`src/rtl/wake_pkg.sv`:
```
// Shared encodings for the wake pipeline: PDM sequencer states and pipeline controller states.
package wake_pkg;

    typedef enum logic [1:0] {
        PDM_OFF    = 2'd0,
        PDM_WARMUP = 2'd1,
        PDM_RUN    = 2'd2,
        PDM_DRAIN  = 2'd3
    } pdm_state_e;

    typedef enum logic [1:0] {
        CTRL_IDLE   = 2'd0,
        CTRL_LISTEN = 2'd1,
        CTRL_WAKE   = 2'd2,
        CTRL_HOLD   = 2'd3
    } ctrl_state_e;

    function automatic int unsigned max_u(input int unsigned a, input int unsigned b);
        return (a > b) ? a : b;
    endfunction

endpackage

```
`src/rtl/pdm_clkdiv.sv`:
```
// PDM microphone clock divider: toggles clk_o every PDM_DIV system clocks while running,
// and when stopping lets a high phase finish before parking low.
module pdm_clkdiv #(
    parameter int unsigned PDM_DIV = 25
) (
    input  logic clk_i,
    input  logic rst_i,
    input  logic run,
    input  logic stop_low,
    output logic clk_o,
    output logic rise_o
);

    localparam int unsigned DW = $clog2(PDM_DIV);

    logic [DW-1:0] cnt;

    always_ff @(posedge clk_i or posedge rst_i) begin
        if (rst_i) begin
            cnt    <= '0;
            clk_o  <= 1'b0;
            rise_o <= 1'b0;
        end else begin
            rise_o <= 1'b0;
            if (!run && !stop_low) begin
                cnt   <= '0;
                clk_o <= 1'b0;
            end else if (run || clk_o) begin
                // While stopping, counting only continues through a high phase.
                if (cnt == DW'(PDM_DIV - 1)) begin
                    cnt    <= '0;
                    clk_o  <= ~clk_o;
                    rise_o <= ~clk_o;
                end else begin
                    cnt <= cnt + 1'b1;
                end
            end
        end
    end

endmodule

```
`src/rtl/pdm_seq.sv`:
```
// PDM microphone power sequencer: clock warm-up, pipeline enable, and drain with timeout.
module pdm_seq
    import wake_pkg::*;
#(
    parameter int unsigned PDM_DIV       = 25,
    parameter int unsigned WARMUP_CYCLES = 1000,
    parameter int unsigned DRAIN_TIMEOUT = 500
) (
    input  logic clk_i,
    input  logic rst_i,
    input  logic en_i,
    input  logic busy_i,
    output logic pdm_clk_o,
    output logic sample_o,
    output logic pipe_en_o,
    output logic timeout_o
);

    localparam int unsigned PW = $clog2(max_u(WARMUP_CYCLES, DRAIN_TIMEOUT) + 1);

    pdm_state_e    state;
    pdm_state_e    state_nxt;
    logic [PW-1:0] phase;
    logic          div_run;
    logic          div_stop_low;
    logic          div_rise;
    logic          drain_done;
    logic          drain_expired;

    always_comb begin
        drain_done    = !busy_i && !pdm_clk_o;
        drain_expired = (phase == PW'(DRAIN_TIMEOUT - 1));
        state_nxt     = state;
        unique case (state)
            PDM_OFF:    if (en_i) state_nxt = PDM_WARMUP;
            PDM_WARMUP: begin
                if (!en_i)                                 state_nxt = PDM_OFF;
                else if (phase == PW'(WARMUP_CYCLES - 1))  state_nxt = PDM_RUN;
            end
            PDM_RUN:    if (!en_i) state_nxt = PDM_DRAIN;
            PDM_DRAIN:  if (drain_done || drain_expired) state_nxt = PDM_OFF;
            default:    state_nxt = PDM_OFF;
        endcase
        // Divider is cleared on the same edge that enters OFF, so OFF never sees a live clock.
        div_run      = (state == PDM_WARMUP || state == PDM_RUN) && (state_nxt != PDM_OFF);
        div_stop_low = (state == PDM_DRAIN) && (state_nxt == PDM_DRAIN);
    end

    always_ff @(posedge clk_i or posedge rst_i) begin
        if (rst_i) begin
            state     <= PDM_OFF;
            phase     <= '0;
            pipe_en_o <= 1'b0;
            timeout_o <= 1'b0;
        end else begin
            state     <= state_nxt;
            pipe_en_o <= (state_nxt == PDM_RUN) || (state_nxt == PDM_DRAIN);
            if (state_nxt != state)
                phase <= '0;
            else if (state == PDM_WARMUP || state == PDM_DRAIN)
                phase <= phase + 1'b1;
            else
                phase <= '0;
            // A busy-driven exit wins over a simultaneous timeout and leaves the flag alone.
            if (state == PDM_OFF && state_nxt == PDM_WARMUP)
                timeout_o <= 1'b0;
            else if (state == PDM_DRAIN && !drain_done && drain_expired)
                timeout_o <= 1'b1;
        end
    end

    pdm_clkdiv #(
        .PDM_DIV (PDM_DIV)
    ) u_div (
        .clk_i    (clk_i),
        .rst_i    (rst_i),
        .run      (div_run),
        .stop_low (div_stop_low),
        .clk_o    (pdm_clk_o),
        .rise_o   (div_rise)
    );

    assign sample_o = div_rise && (state == PDM_RUN);

endmodule

```
`config.mk`:
```
export PLATFORM = sky130hd
export DESIGN_NAME = pdm_seq
export DESIGN_NICKNAME = d
export VERILOG_FILES = /design/src/rtl/wake_pkg.sv /design/src/rtl/pdm_clkdiv.sv /design/src/rtl/pdm_seq.sv
export SDC_FILE = /design/constraint.sdc
export NUM_CORES = 1
export LEC_CHECK = 0
export ABC_CLOCK_PERIOD_IN_PS = 3000
export CAP_MARGIN = 25
export CORE_MARGIN = 2
export CORE_UTILIZATION = 59
export CTS_BUF_LIST = sky130_fd_sc_hd__clkbuf_2 sky130_fd_sc_hd__clkbuf_4 sky130_fd_sc_hd__clkbuf_8
export DETAILED_ROUTE_END_ITERATION = 6
export PLACE_DENSITY = 0.79
export SYNTH_ARGS = -nofsm -noshare
export SYNTH_HDL_FRONTEND = slang
export SYNTH_SLANG_ARGS = --single-unit
export TNS_END_PERCENT = 50
```
`constraint.sdc`:
```
create_clock -name clk_i -period 3 [get_ports clk_i]
set_input_delay 0.6 -clock clk_i [delete_from_list [all_inputs] [get_ports clk_i]]
set_output_delay 0.6 -clock clk_i [all_outputs]
set_load 0.02 [all_outputs]
```
# After elaboration in Yosys (flattened, before gate mapping)
# Cells that the tools add are included.
[classes] reduce_logical=24 order_cmp=0 bitwise=1 shift=0 n_eq_ne=10 div=0 mul=0 mux=19 n_addsub=2
[op_table] cell="two-way mux 10 bit" count=2
[op_table] cell="two-way mux 5 bit" count=3
[op_table] cell="adder 10 x 1 -> 10 bit, second input constant" count=1
[op_table] cell="equality test 10 bit, second input constant" count=1
[op_table] cell="equality test 10 x 9 -> 1 bit, second input constant" count=1
[op_table] cell="two-way mux 2 bit" count=5
[op_table] cell="equality test 2 bit, second input constant" count=4
[op_table] cell="logical AND 1 bit" count=8
[op_table] cell="two-way mux 1 bit" count=8
[op_table] cell="one-hot mux 2 bit (4 select lines)" count=1
[op_table] cell="nonzero test 2 bit" count=4
[op_table] cell="adder 5 x 1 -> 5 bit, second input constant" count=1
[op_table] cell="equality test 5 bit, second input constant" count=1
[op_table] cell="logical NOT 1 bit" count=5
[op_table] cell="logical OR 1 bit" count=5
[op_table] cell="equality test 2 x 1 -> 1 bit, second input constant" count=2
[op_table] cell="logical NOT 2 bit" count=1
[op_table] cell="!= test 2 bit" count=1
[op_table] cell="AND reduction 2 bit" count=1
[op_table] cell="inverter 1 bit" count=1
[word_totals] wordCells=63 ramBits=0 output_inout_bits=4 memories=0 romBits=0 register_bits=21 latch_bits=0

# Logic depth before layout (Yosys ltp)
# Gate-level depths: netlist of the first run.
[depth] depth_word=11 depth_mapped=9

# By module
# A second synthesis of the first run with hierarchy kept.
[hier_totals] hier_cells=141 area_unflattened_um2=1446.4
[by_module_without_submodules] module="pdm_seq" area_each_um2=983.4 instances=1 cells_per_inst=98
[by_module_without_submodules] module="pdm_clkdiv" area_each_um2=462.9 instances=1 cells_per_inst=43

# Worst setup path after synthesis of the first run
# Ideal clock, no wire load.
[synth_path] path_kind="flip-flop to flip-flop" start="reg state[0]" end="reg u_div.cnt[2]" slack_ns=0.774 path_stages_with_launch=10 arrival_time_ns=2.100 setup_time_ns=0.126 path_cell_list="dfrtp_1 > inv_1 > ha_1 > nor3b_1 > nor3_1 > a311oi_1 > and4_1 > buf_6 > nor3b_1 > a221o_1"
[synth_via] elab_chain_cells=8 elab_cells_between_ends=21 classes_between="eq/ne: 4; mux: 7; reduce/logical: 10"
[synth_lines] element="start: declaration" line_no="pdm_seq.sv:21" text="pdm_state_e state;"
[synth_lines] element="start signal: assignment" line_no="pdm_seq.sv:56" text="state <= state_nxt;"
[synth_lines] element="two-way mux 2 bit" line_no="pdm_seq.sv:38" text="else if (phase == PW'(WARMUP_CYCLES - 1)) state_nxt = PDM_RUN;"
[synth_lines] element="two-way mux 2 bit" line_no="pdm_seq.sv:37" text="if (!en_i) state_nxt = PDM_OFF;"
[synth_lines] element="one-hot mux 2 bit (4 select lines)" line_no="pdm_seq.sv:34" text="unique case (state)"
[synth_lines] element="equality test 2 bit or nonzero test 2 bit (tied branches)" line_no="pdm_seq.sv:46, pdm_seq.sv:45"
[synth_lines] element="logical AND 1 bit, on equally long branches" line_no="pdm_seq.sv:46, pdm_seq.sv:45"
[synth_lines] element="logical NOT 1 bit" line_no="pdm_clkdiv.sv:25" text="if (!run && !stop_low) begin"
[synth_lines] element="logical AND 1 bit" line_no="pdm_clkdiv.sv:25"
[synth_lines] element="two-way mux 5 bit or nonzero test 2 bit (tied branches)"
[synth_lines] element="end signal: assignment" line_no="pdm_clkdiv.sv:35" text="cnt <= cnt + 1'b1;"
[synth_lines] element="end: declaration" line_no="pdm_clkdiv.sv:16" text="logic [DW-1:0] cnt;"
# Parallel ways exist; a longest one is shown, timed or not.
# A chain may end at the register's enable or synchronous reset.

# Worst setup path after layout of the first run
# Ends and elaborated chain as after synthesis.

==> results of run 1 <==
-- layer usage --
layer	up-vias	global-route usage
li1	476	-
met1	475	0.321
met2	17	0.353
met3	6	0.0468
met4	0	0.110
met5	-	0
-- kinds of logic after synthesis --
kind of cell / after synthesis / share of synthesized area
and+or+nand+nor: 47 / 0.214
DFF: 21 / 0.399
xor gates and xnor gates: 8 / 0.0532
buffers and inverters: 14 / 0.0475
adders and majority gates: 7 / 0.0665
AOI/OAI and AO/OA: 30 / 0.220
-- worst register-to-register path, delay by kind of cell, from the launching register on --
family | cells | cell delay [ns]
AO/OA/AOI/OAI | 2 | 0.68
adder cells (fa/ha/maj) | 1 | 0.32
flip-flops | 1 | 0.46
AND/OR/NAND/NOR | 4 | 0.90
buffers and inverters | 1 | 0.16
-- cell usage after synthesis (2+ instances only) --
cell,number
and2_1,5
a21oi_1,2
nand4b_1,2
nor3b_1,2
nand3_1,9
a21o_1,3
inv_1,11
nor2_1,11
o21ai_0,5
nand4_1,2
nand2_1,3
a221o_1,3
xnor2_1,2
dfrtp_1,21
nor3_1,2
and3_1,3
xor2_1,6
buf_2,2
a211oi_1,2
ha_1,7
-- placed cells by master (no fill, tap or decap), types with 2 or more instances in the layout --
master / Yosys / final
a211oi_1: 2 / 2
a21o_1: 3 / 3
a21oi_1: 2 / 2
a221o_1: 3 / 3
and2_1: 5 / 5
and3_1: 3 / 3
clkbuf_4: 0 / 4
clkdlybuf4s50_1: 0 / 7
dfrtp_1: 21 / 21
ha_1: 7 / 7
inv_1: 11 / 11
nand2_1: 3 / 3
nand3_1: 9 / 9
nand4_1: 2 / 2
nand4b_1: 2 / 2
nor2_1: 11 / 11
nor3_1: 2 / 2
nor3b_1: 2 / 2
o21ai_0: 5 / 5
xnor2_1: 2 / 2
xor2_1: 6 / 6
-- power groups by stage --
stage / combinational, mW / clock, mW / sequential [mW]
floorplan: 0.220 / 0 / 0.339
global placement: 0.260 / 0 / 0.344
detailed placement: 0.267 / 0 / 0.346
CTS: 0.270 / 0.152 / 0.340
global route: 0.306 / 0.166 / 0.346
finish: 0.269 / 0.147 / 0.341
-- flip-flops by register name, indices dropped and copies added, names as in the netlist --
register and cells:
phase 10, pipe_en_o 1, state 2, timeout_o 1, u_div.clk_o 1, u_div.cnt 5
u_div.rise_o 1
-- path summary, 6_finish.rpt --
path,endpoint,cells past startpoint,slack (ns)
max in group asynchronous,phase[5]$_DFF_PP0_,2,1.80
worst max-delay path,u_div.cnt[2]$_DFFE_PP0P_,8,0.40
min in group asynchronous,u_div.cnt[3]$_DFFE_PP0P_,2,0.71
worst max register to register,u_div.cnt[2]$_DFFE_PP0P_,8,0.40
worst min-delay path,phase[0]$_DFF_PP0_,1,0.49
worst min register to register,phase[0]$_DFF_PP0_,1,0.49
-- layout make-up --
type / count / area (sq um)
Multi-Input combinational cell: 92 / 728
Timing Repair Buffer: 7 / 70.1
Inverter: 11 / 41.3
Clock buffer: 4 / 30.0
Sequential cell: 21 / 526
Tap cell: 28 / 35.0
Fill cell: 184 / 739
-- stage by stage --
step	std cells	setup slack [ns]	utilization	total power, mW	instance area, sq um
4_1_cts	163	0.417	0.659	0.762	1430
3_3_place_gp	159	0.269	0.645	0.604	1400
5_1_grt	163	0.176	0.659	0.817	1430
2_1_floorplan	127	0.774	-	0.559	1320
6_report	163	0.398	0.659	0.757	1430
3_5_place_dp	159	0.206	0.645	0.613	1400
==> impl_metrics.ini, run 1 <==
[worst_setup_path]
end_kind = flip-flop
cp-startpoint = state[0]$_DFF_PP0_
cpMaxStageDelayCell = dfrtp_1
critPathTopFamily = simple AND/OR/NAND/NOR gates
worstPathArrival_ns = 2.81
cpPeakStageDelay_ns = 0.46
critical_path.cell_chain = inv_1 > ha_1 > nor3b_1 > nor3_1 > a311oi_1 > and4_1 > nor3b_1 > a221o_1
crit_top_cell = nor3b_1
path_class = reg -> reg
required_ns = 3.21
startpoint_type = flip-flop
cp_num_buf_inv = 1
r2r_start = state[0]$_DFF_PP0_
crit_fanout = 8

[floorplan]
ioPinCount = 8
initial_utilization = 0.607
chipHeight_um = 51.2
coreArea_sq_um = 2170
dieArea_sq_um = 2620
die_w_um = 51.2
num_rows = 17

[timing]
period_minus_slack_ns = 2.60
fmax_ghz = 0.384
slew_headroom = 0.484
whs_ns = 0.490
hold_viol_final = 0
setup_viol = 0
tightestPinTransition_ns = 0.773
rsz0062_at_grt = no
slew_violations = 0
finalClockSkew_ns = 0.00499
setup-tns-final_ns = 0
post-route-period-util = 0.867

[grt]
grt_max_degree = 22
overflow = 0
grt_pass1_wl_um = 4490
grt_antenna_before_repair = 0
grt_usage = 0.233
first_global_vias = 978

[logic_synthesis]
ys_warn_count = 0
ys_ff_latch = 21
synth-edff-count = 0
postSynthAreaPerCell_sq_um = 10.4
yosysTopAreaCell = dfrtp_1
synth_ff_type = dfrtp_1
synth.cell_area_sq_um = 1320
syn_inst = 127
synthesis.nets = 138
yosysSeqAreaShare = 0.399
synth.top_cell.area_share = 0.399
synth_cell_types = 44
synthTopCellsByArea = dfrtp_1 (40%), ha_1 (6.7%), xor2_1 (4.0%)
synthArstFlopShare = 1.00

[route]
firstDrtPassIters = 4
top_layer = met4
met1Wirelength_um = 1190
routed_wl_um = 2430
routed-wl-met2_um = 1110
drc = 0
final_antenna_net_count = 0
wl_met3_um = 85
viasPerCell = 5.98
routed-via-count = 974
wire_per_inst_um = 14.9
drtIter0Drc = 33

[hold_path]
min_from = phase[0]$_DFF_PP0_
hold_class = reg -> reg

[power]
leakagePower_nw = 0.682
p_int_mw = 0.474
power.density_nw_per_um2 = 530
switching_share = 0.374
power_frac_seq = 0.450
combPwrFrac = 0.356
ir_drop_uv = 351
clockPowerShare = 0.195
switching_power_mw = 0.283

[clocking]
post-cts-setup-buffers = 0
cts_tree = built
cts_sinks = 21
cts_buffer_depth = 2
cts_resized = 0
h-tree-depth = 1
clkTransAtPathRegs_ns = 0.12
root_buffer = clkbuf_4
clk_latency_ns = 0.31
cts_buffers = 3
holdBufCountCts = 0

[placed_design]
port_buffers = 7
place_hpwl_um = 1730
gp_congestion = 0.847

[job]
drv_cap = 0

[final_layout]
nets = 147
drive_gt1_frac = 0.104
syn2layout_area_growth_pct = 8.65
num_antenna_cells = 0

[outcome]
status = finished, final reports clean
Note: power is estimated with default switching activity, not from simulation.
==> inputs of run 2 (changes only) <==
Settings changed: ABC_CLOCK_PERIOD_IN_PS 3000 to 2400, PLACE_DENSITY 0.79 to not set, PLACE_DENSITY_LB_ADDON set to 0.15.
Clock period 3 ns to 2.4 ns, I/O delays scaled along.
==> run 2 against run 1 <==
Effect of this change:
- critical path type is now reg -> out
- clock-buffer cell count is 1 lower
- largest power group unchanged
- critical path depth is 4 lower
- non-clock buffer count is 11 higher
- setup slack worse by 0.30 ns
- cell area is 7.2% higher
- sequential share of layout area is 2.4 points lower
- clock skew is 0.0023 ns lower
==> impl_metrics.ini, run 2 (synthesized netlist as in run 1, its figures left out) <==
[floorplan]
initial_utilization = 0.607
chipHeight_um = 51.2
ioPinCount = 8
coreArea_sq_um = 2170
dieArea_sq_um = 2620
die_w_um = 51.2
num_rows = 17

[final_layout]
final_common_cell = dfrtp_1
num_antenna_cells = 0
nets = 158
largest-register = phase
postLayoutCoreUtil = 0.706
largest_reg_flops = 10
syn2layout_area_growth_pct = 16.4
drive_gt1_frac = 0.199
fillers = 180
reg_top3 = phase x10, u_div.cnt x5, state x2
final_cell_mix = dfrtp_1 (20), inv_1 (11), nor2_1 (11), buf_4 (11), nand3_1 (9)

[clocking]
clkTransAtPathRegs_ns = 0.11
holdBufCountCts = 0
clk_latency_ns = 0.30
h-tree-depth = 1
cts_tree = built
root_buffer = clkbuf_4
cts_sinks = 21
cts_buffer_depth = 2
cts_buffers = 3

[route]
firstDrtPassIters = 5
routed-via-count = 972
drc = 0
drtIter0Drc = 10
wire_per_inst_um = 14.1
viasPerCell = 5.59
final_antenna_net_count = 0
routed_wl_um = 2460

[outcome]
status = finished, final reports clean

[hold_path]
hold_class = reg -> reg
min_path_cells = 1

[timing]
whs_ns = 0.498
fmax_ghz = 0.435
slew_headroom = 0.471
tightestPinTransition_ns = 0.793
hold_viol_final = 0
post-route-period-util = 0.957
slew_violations = 0
finalClockSkew_ns = 0.00272
setup_viol = 0
setup-tns-final_ns = 0
period_minus_slack_ns = 2.30

[worst_setup_path]
worstPathArrival_ns = 1.82
startpoint_type = flip-flop
rr_worst_depth = 7
required_ns = 1.92
rrSetupSlack_ns = 0.13
end_kind = primary output
cpMaxStageDelayCell = clkdlybuf4s50_1
critical_path.cell_chain = inv_1 > ha_2 > and2_1 > clkdlybuf4s50_1
path_class = reg -> out
cpPeakStageDelay_ns = 0.59
crit_fanout = 5

[placed_design]
place_hpwl_um = 1830
gp_congestion = 0.837
port_buffers = 7

[power]
ir_drop_uv = 477
power.density_nw_per_um2 = 625
leakagePower_nw = 0.745

[grt]
grt_usage = 0.218
overflow = 0
grt_pass1_wl_um = 4210
grt_antenna_before_repair = 0
grt_max_degree = 22
first_global_vias = 948

[job]
drv_cap = 0
run 2: path summary, 6_finish.rpt:
| kind | from | endpoint |
|---|---|---|
| max | state[0]$_DFF_PP0_ | sample_o |
| max in group asynchronous | rst_i | state[1]$_DFF_PP0_ |
| min in group asynchronous | rst_i | pipe_en_o$_DFF_PP0_ |
| min | phase[0]$_DFF_PP0_ | phase[0]$_DFF_PP0_ |
| min reg2reg | phase[0]$_DFF_PP0_ | phase[0]$_DFF_PP0_ |
| max reg2reg | phase[0]$_DFF_PP0_ | u_div.cnt[2]$_DFFE_PP0P_ |
run 2: report_power, final:
| part | internal, mW | leakage (nW) | total (mW) | switching (mW) |
|---|---|---|---|---|
| clock | 0.0622 | 0.0177 | 0.168 | 0.105 |
| sequential | 0.388 | 0.288 | 0.415 | 0.0268 |
| combinational | 0.149 | 0.439 | 0.375 | 0.226 |
| total | 0.599 | 0.745 | 0.957 | 0.359 |
run 2: layer usage:
| metal | share of wire | vias up | global-route usage |
|---|---|---|---|
| met5 | 0 | - | 0 |
| met4 | 0.016 | 0 | 0.0921 |
| met3 | 0.016 | 5 | 0.0351 |
| met2 | 0.45 | 12 | 0.342 |
| met1 | 0.52 | 458 | 0.301 |
| li1 | - | 497 | - |
run 2: cell type report:
type,instances,area [sq um],area share
Tap cell,28,35.0,0.0229
Sequential cell,21,527,0.344
Multi-Input combinational cell,92,749,0.489
Clock buffer,3,22.5,0.0147
Timing Repair Buffer,18,153,0.0996
Clock inverter,1,5.00,0.00327
Inverter,11,41.3,0.0269
run 2: stage by stage:
step	cells	power, mW	setup WS, ns	instance area, sq um
after CTS	172	0.946	0.0236	1500
after global routing	174	1.02	-0.000286	1530
after floorplan	127	0.698	0.174	1320
after detailed placement	168	0.777	-0.125	1470
final	174	0.957	0.102	1530
after global placement	168	0.771	-0.0763	1470
run 2: what timing repair did:
action | CTS | global route
endpoints found under the setup margin | 0 | 16
setup buffers | 0 | 2
gates resized for setup | 0 | 5
run 2: worst max-delay path: cells and delay by family (launching register included):
family | cells | cell delay [ns]
simple gates | 1 | 0.14
fa+ha+maj | 1 | 0.26
buf+inv | 2 | 0.72
flops | 1 | 0.39
